File: src/rtl/key_step_debouncer.sv
`default_nettype none
//============================================================================
//  Module      : key_step_debouncer
//  Description : Manual-step pushbutton receiver for the xm23_cpu. Brings the
//                raw active-low KEY input into the CLOCK_50 domain through a
//                two-flop synchroniser, debounces it with a four-state FSM and
//                emits one single-cycle STEP pulse per accepted press.
//
//  Ports       : CLOCK_50   in   system clock, rising edge
//                RESET_N    in   synchronous reset, active low
//                KEY_IN     in   raw pushbutton, asynchronous, 0 = pressed
//                STEP       out  one-cycle pulse per accepted press
//                KEY_LEVEL  out  debounced level, 1 = pressed
//                BUSY       out  1 while a transition is being qualified
//                PRESS_CNT  out  STEP pulses issued, wraps modulo 2^PRESS_W
//
//  Config      : KEY_AUTO_REPEAT_EN - when defined, a held key re-issues STEP
//                every REPEAT_CYCLES cycles. Undefined: one STEP per press.
//
//  Revision    : 1.0 - initial release
//============================================================================
module key_step_debouncer #(
  parameter int DEBOUNCE_CYCLES = 16,
  parameter int CNT_W           = 20,
  parameter int PRESS_W         = 16,
  parameter int REPEAT_CYCLES   = 64
) (
  input  logic               CLOCK_50,
  input  logic               RESET_N,
  input  logic               KEY_IN,
  output logic               STEP,
  output logic               KEY_LEVEL,
  output logic               BUSY,
  output logic [PRESS_W-1:0] PRESS_CNT
);

  typedef enum logic [1:0] {
    S_IDLE    = 2'd0,
    S_WAIT_DN = 2'd1,
    S_HELD    = 2'd2,
    S_WAIT_UP = 2'd3
  } state_t;

  // Terminal count of the qualification window.
  localparam logic [CNT_W-1:0] c_DB_LAST = CNT_W'(DEBOUNCE_CYCLES - 1);

  logic               r_sync1;
  logic               r_sync2;
  state_t             r_state;
  state_t             w_state_nxt;
  logic [CNT_W-1:0]   r_cnt;
  logic [CNT_W-1:0]   w_cnt_nxt;
  logic               r_step;
  logic               w_step_nxt;
  logic               r_level;
  logic               w_level_nxt;
  logic [PRESS_W-1:0] r_press_cnt;

`ifdef KEY_AUTO_REPEAT_EN
  localparam logic [CNT_W-1:0] c_RPT_LAST = CNT_W'(REPEAT_CYCLES - 1);
  logic [CNT_W-1:0]   r_rpt_cnt;
  logic [CNT_W-1:0]   w_rpt_nxt;
`else
  // REPEAT_CYCLES has no function without auto-repeat; referenced here only
  // so the parameter list stays identical across both builds.
  logic w_unused_cfg;
  assign w_unused_cfg = (REPEAT_CYCLES > 0);
`endif

  // Two-flop synchroniser. Reset value is "released" (high) so a key held
  // through reset still has to be qualified from scratch afterwards.
  always_ff @(posedge CLOCK_50) begin
    if (!RESET_N) begin
      r_sync1 <= 1'b1;
      r_sync2 <= 1'b1;
    end else begin
      r_sync1 <= KEY_IN;
      r_sync2 <= r_sync1;
    end
  end

  // State and datapath registers.
  always_ff @(posedge CLOCK_50) begin
    if (!RESET_N) begin
      r_state     <= S_IDLE;
      r_cnt       <= '0;
      r_step      <= 1'b0;
      r_level     <= 1'b0;
      r_press_cnt <= '0;
    end else begin
      r_state <= w_state_nxt;
      r_cnt   <= w_cnt_nxt;
      r_step  <= w_step_nxt;
      r_level <= w_level_nxt;
      if (w_step_nxt) begin
        r_press_cnt <= r_press_cnt + PRESS_W'(1);
      end
    end
  end

`ifdef KEY_AUTO_REPEAT_EN
  always_ff @(posedge CLOCK_50) begin
    if (!RESET_N) begin
      r_rpt_cnt <= '0;
    end else begin
      r_rpt_cnt <= w_rpt_nxt;
    end
  end
`endif

  // Next-state and next-output logic.
  always_comb begin
    w_state_nxt = r_state;
    w_cnt_nxt   = r_cnt;
    w_step_nxt  = 1'b0;
    w_level_nxt = r_level;
`ifdef KEY_AUTO_REPEAT_EN
    w_rpt_nxt   = r_rpt_cnt;
`endif

    case (r_state)
      S_IDLE: begin
        if (!r_sync2) begin
          w_state_nxt = S_WAIT_DN;
          w_cnt_nxt   = '0;
        end
      end

      S_WAIT_DN: begin
        if (r_sync2) begin
          // Released before the window closed: a glitch, no STEP.
          w_state_nxt = S_IDLE;
          w_cnt_nxt   = '0;
        end else if (r_cnt == c_DB_LAST) begin
          w_state_nxt = S_HELD;
          w_cnt_nxt   = '0;
          w_step_nxt  = 1'b1;
          w_level_nxt = 1'b1;
`ifdef KEY_AUTO_REPEAT_EN
          w_rpt_nxt   = '0;
`endif
        end else begin
          w_cnt_nxt = r_cnt + CNT_W'(1);
        end
      end

      S_HELD: begin
        if (r_sync2) begin
          w_state_nxt = S_WAIT_UP;
          w_cnt_nxt   = '0;
        end else begin
`ifdef KEY_AUTO_REPEAT_EN
          if (r_rpt_cnt == c_RPT_LAST) begin
            w_step_nxt = 1'b1;
            w_rpt_nxt  = '0;
          end else begin
            w_rpt_nxt = r_rpt_cnt + CNT_W'(1);
          end
`endif
        end
      end

      S_WAIT_UP: begin
        if (!r_sync2) begin
          // Release bounce: return to HELD silently.
          w_state_nxt = S_HELD;
          w_cnt_nxt   = '0;
`ifdef KEY_AUTO_REPEAT_EN
          w_rpt_nxt   = '0;
`endif
        end else if (r_cnt == c_DB_LAST) begin
          w_state_nxt = S_IDLE;
          w_cnt_nxt   = '0;
          w_level_nxt = 1'b0;
        end else begin
          w_cnt_nxt = r_cnt + CNT_W'(1);
        end
      end

      default: begin
        w_state_nxt = S_IDLE;
        w_cnt_nxt   = '0;
      end
    endcase
  end

  assign STEP      = r_step;
  assign KEY_LEVEL = r_level;
  assign BUSY      = (r_state == S_WAIT_DN) || (r_state == S_WAIT_UP);
  assign PRESS_CNT = r_press_cnt;

endmodule
`default_nettype wire
File: config.mk
export PLATFORM = sky130hd
export DESIGN_NAME = key_step_debouncer
export DESIGN_NICKNAME = d
export VERILOG_FILES = /design/src/rtl/key_step_debouncer.sv
export SDC_FILE = /design/constraint.sdc
export NUM_CORES = 1
export LEC_CHECK = 0
export BUFFER_PORTS_ARGS = -buffer_cell sky130_fd_sc_hd__buf_2
export CORE_MARGIN = 2
export CORE_UTILIZATION = 50
export CTS_BUF_LIST = sky130_fd_sc_hd__clkbuf_16
export CTS_CLUSTER_DIAMETER = 100
export DETAILED_ROUTE_END_ITERATION = 6
export GPL_ROUTABILITY_DRIVEN = 0
export PLACE_DENSITY = 0.69
export SLEW_MARGIN = 25
export SYNTH_ARGS = -nofsm -noshare
export SYNTH_HDL_FRONTEND = slang
export SYNTH_SLANG_ARGS = --single-unit
export TNS_END_PERCENT = 30
File: constraint.sdc
create_clock -name CLOCK_50 -period 4.83 [get_ports CLOCK_50]
set_input_delay 0.966 -clock CLOCK_50 [delete_from_list [all_inputs] [get_ports CLOCK_50]]
set_output_delay 0.966 -clock CLOCK_50 [all_outputs]
set_load 0.005 [all_outputs]
==> reports/qor.yml <==
synthesis:
  synth_flop_cell: "dfxtp_1"
  syn-num-nets: 265
  syn_area_per_cell_um2: 8.68
  synth_seq_area_share_pct: 37.3
  ys_types: 49
  yosysWarnings: 0
  synth_cells: 260
  netlist_top_cells_area: "dfxtp_1, xnor2_1, nor4_2, nor2_1, nand3_1"
  netlist_area_mm2: 0.00226
  synth_edf_count: 0
  synth-seq-cells: 42
  synth_largest_area_cell: "dfxtp_1"
  yosys.area.top_type_share_pct: 37.3
  async_flop_share_pct: 0
cells_and_area:
  final_nets: 277
  layout-drive-gt1-share_pct: 16.9
  final_util_pct: 56.9
  diodes: 0
  areaGrowthSynthToFinish_pct: 9.81
power_and_ir_drop:
  p_int_uw: 538
  p_total_uw: 683
  p_switching_uw: 145
  pwr-share-comb_pct: 3.0
  ir_drop_uv: 129
  swShare_pct: 21.2
  power_density_mw_per_mm2: 276
  seqPwrFrac_pct: 51.2
  clockPowerShare_pct: 45.8
  p_leak_uw: 0.000823
die:
  initial_core_util_pct: 51.8
  core_area_mm2: 0.00435
  rows: 24
  die_h_um: 71.2
  die_area_mm2: 0.00507
  pin_count: 22
  chipWidth_um: 71.2
cts:
  cts.repair.resized: 0
  clk_pin_slew_worst_paths_ns: 0.06
  numCtsBuffers: 5
  clk_latency_ns: 0.28
  htree_levels: 2
  hold_buffers: 0
  clk_path_buf_depth: 2
  clock-sinks: 42
  cts_root_buffer: "clkbuf_16"
  post_cts.repair.setup_buffers: 0
  cts_tree: "done"
timing:
  tns_ns: 0
  tightest_slew_ns: 0.975
  max_freq_mhz: 387
  drv_slew: 0
  hold_viol: 0
  rsz0062_at_grt: "no"
  min_period_ns: 2.58
  setup_viol: 0
  fin_skew_ns: 0.00587
  fin_hold_ws_ns: 0.405
  maxSlewHeadroom_pct: 35.0
  post-route-period-util_pct: 53.5
critical_path:
  worstPathArrival_ns: 2.76
  worstPathRequired_ns: 5.01
  critical_path_class: "reg -> reg"
  start_kind: "flip-flop"
  path_delay_family: "simple AND/OR/NAND/NOR gates"
  cp_slowest_cell: "or4_1"
  endpoint_kind: "flip-flop"
  max_stage_delay_ns: 0.77
  cp_cell_sequence: "ha_1, nand4b_4, or4_1, o211ai_2, o22ai_1, a21o_1"
  worstPathMaxFanout: 14
  worst-path-buf-inv: 0
global_routing:
  busiest_layer: "met2"
  grt_max_degree: 32
  grt_pass1_wl_um: 8500
  antenna_found_initial: 0
  gr-total-overflow: 0
  grt_pass1_vias: 1737
  grtUsageMet2_pct: 32.2
  grt_use_met3_pct: 3.42
  use_met1_pct: 29.3
  grt_usage_pct: 21.1
detailed_routing:
  vias: 1979
  wl_per_cell_um: 15.5
  drt_iter0_drc: 136
  firstDrtPassIters: 4
  ant_nets: 0
  drc: 0
  wl_um: 5030
  via_per_inst: 6.11
placed_design:
  dp_hpwl_um: 3480
  portBuffers: 21
status:
  status: "finished clean"
run:
  cap_violations: 0
hold_path:
  hp-class: "reg -> reg"
==> power groups by stage <==
stage	Clock (µW)	Sequential (µW)	Combinational [µW]
final	313	349	20.7
after global routing	331	350	23.0
after CTS	319	349	20.6
after detailed placement	0	357	20.6
after global placement	0	357	20.1
after floorplan	0	356	16.5
==> kinds of logic after synthesis <==
logic type	after synthesis	synth area share [%]
and+or+nand+nor	121	35.1
AOI/OAI and AO/OA	49	13.8
DFF	42	37.3
buffers and inverters	28	5.60
xor gates and xnor gates	16	6.21
muxes	2	0.887
adders and majority gates	2	1.11
==> cell type report <==
| class | instances | area (µm²) |
|---|---|---|
| fillers | 410 | 1880 |
| multi-input cells | 190 | 1290 |
| flip-flops and latches | 42 | 841 |
| clock buffers | 5 | 125 |
| repair buffers | 21 | 105 |
| well taps | 52 | 65.1 |
| inverters | 12 | 45.0 |
| clock inverters | 2 | 7.51 |
==> through the flow <==
stage                     instance area, µm²  instances  setup WS [ns]
after floorplan                         2260        260           2.81
after global placement                  2350        317           2.12
after detailed placement                2350        317           2.03
after CTS                               2480        324           2.25
after global routing                    2480        324           2.10
final                                   2480        324           2.25
==> synth_stat cells, drive strengths merged (2+ instances only) <==
cell	n
a21o	2
a21oi	7
a31oi	7
and3	4
and4	4
buf	8
clkbuf	8
dfxtp	42
ha	2
inv	12
mux2i	2
nand2	16
nand2b	3
nand3	13
nand4	10
nor2	27
nor3	8
nor4	14
nor4b	3
o211ai	2
o21ai	15
o22ai	5
o31ai	2
o41ai	2
or3	7
or4	6
xnor2	16
==> final timing paths <==
check	startpoint	to	slack, ns	cells past startpoint
max	r_cnt[0]$_SDFFE_PN0P_	r_cnt[17]$_SDFFE_PN0P_	2.25	6
min	r_sync1$_SDFF_PN1_	r_sync2$_SDFF_PN1_	0.40	1
max reg2reg	r_cnt[0]$_SDFFE_PN0P_	r_cnt[17]$_SDFFE_PN0P_	2.25	6
min reg2reg	r_sync1$_SDFF_PN1_	r_sync2$_SDFF_PN1_	0.40	1
==> flip-flops by register name, indices dropped and copies added (netlist names), named ones only <==
name	flops
STEP	1
PRESS_CNT	16
KEY_LEVEL	1
r_state	1
r_sync2	1
r_cnt	20
r_sync1	1
==> cell usage in the layout, fill, tap and decap left out, types with 2 or more instances in the layout <==
master,instances
a21o_1,2
a21oi_1,7
a31oi_1,7
and3_1,4
and4_1,4
buf_2,21
clkbuf_16,5
dfxtp_1,42
ha_1,2
inv_1,14
mux2i_1,2
nand2_1,16
nand2b_1,3
nand3_1,13
nand4_1,8
nand4_2,2
nor2_1,27
nor3_1,7
nor4_1,3
nor4_2,9
nor4_4,2
nor4b_2,2
o21ai_0,10
o21ai_1,5
o22ai_1,5
o31ai_1,2
o41ai_1,2
or3_1,7
or4_1,6
xnor2_1,16
==> routing by layer <==
layer  up-vias  share of wire, %
met5         -                 0
met1       939                46
li1        983                 -
met2        48                48
met4         0               1.8
met3         9               3.9
(Power assumes the default switching activity.)
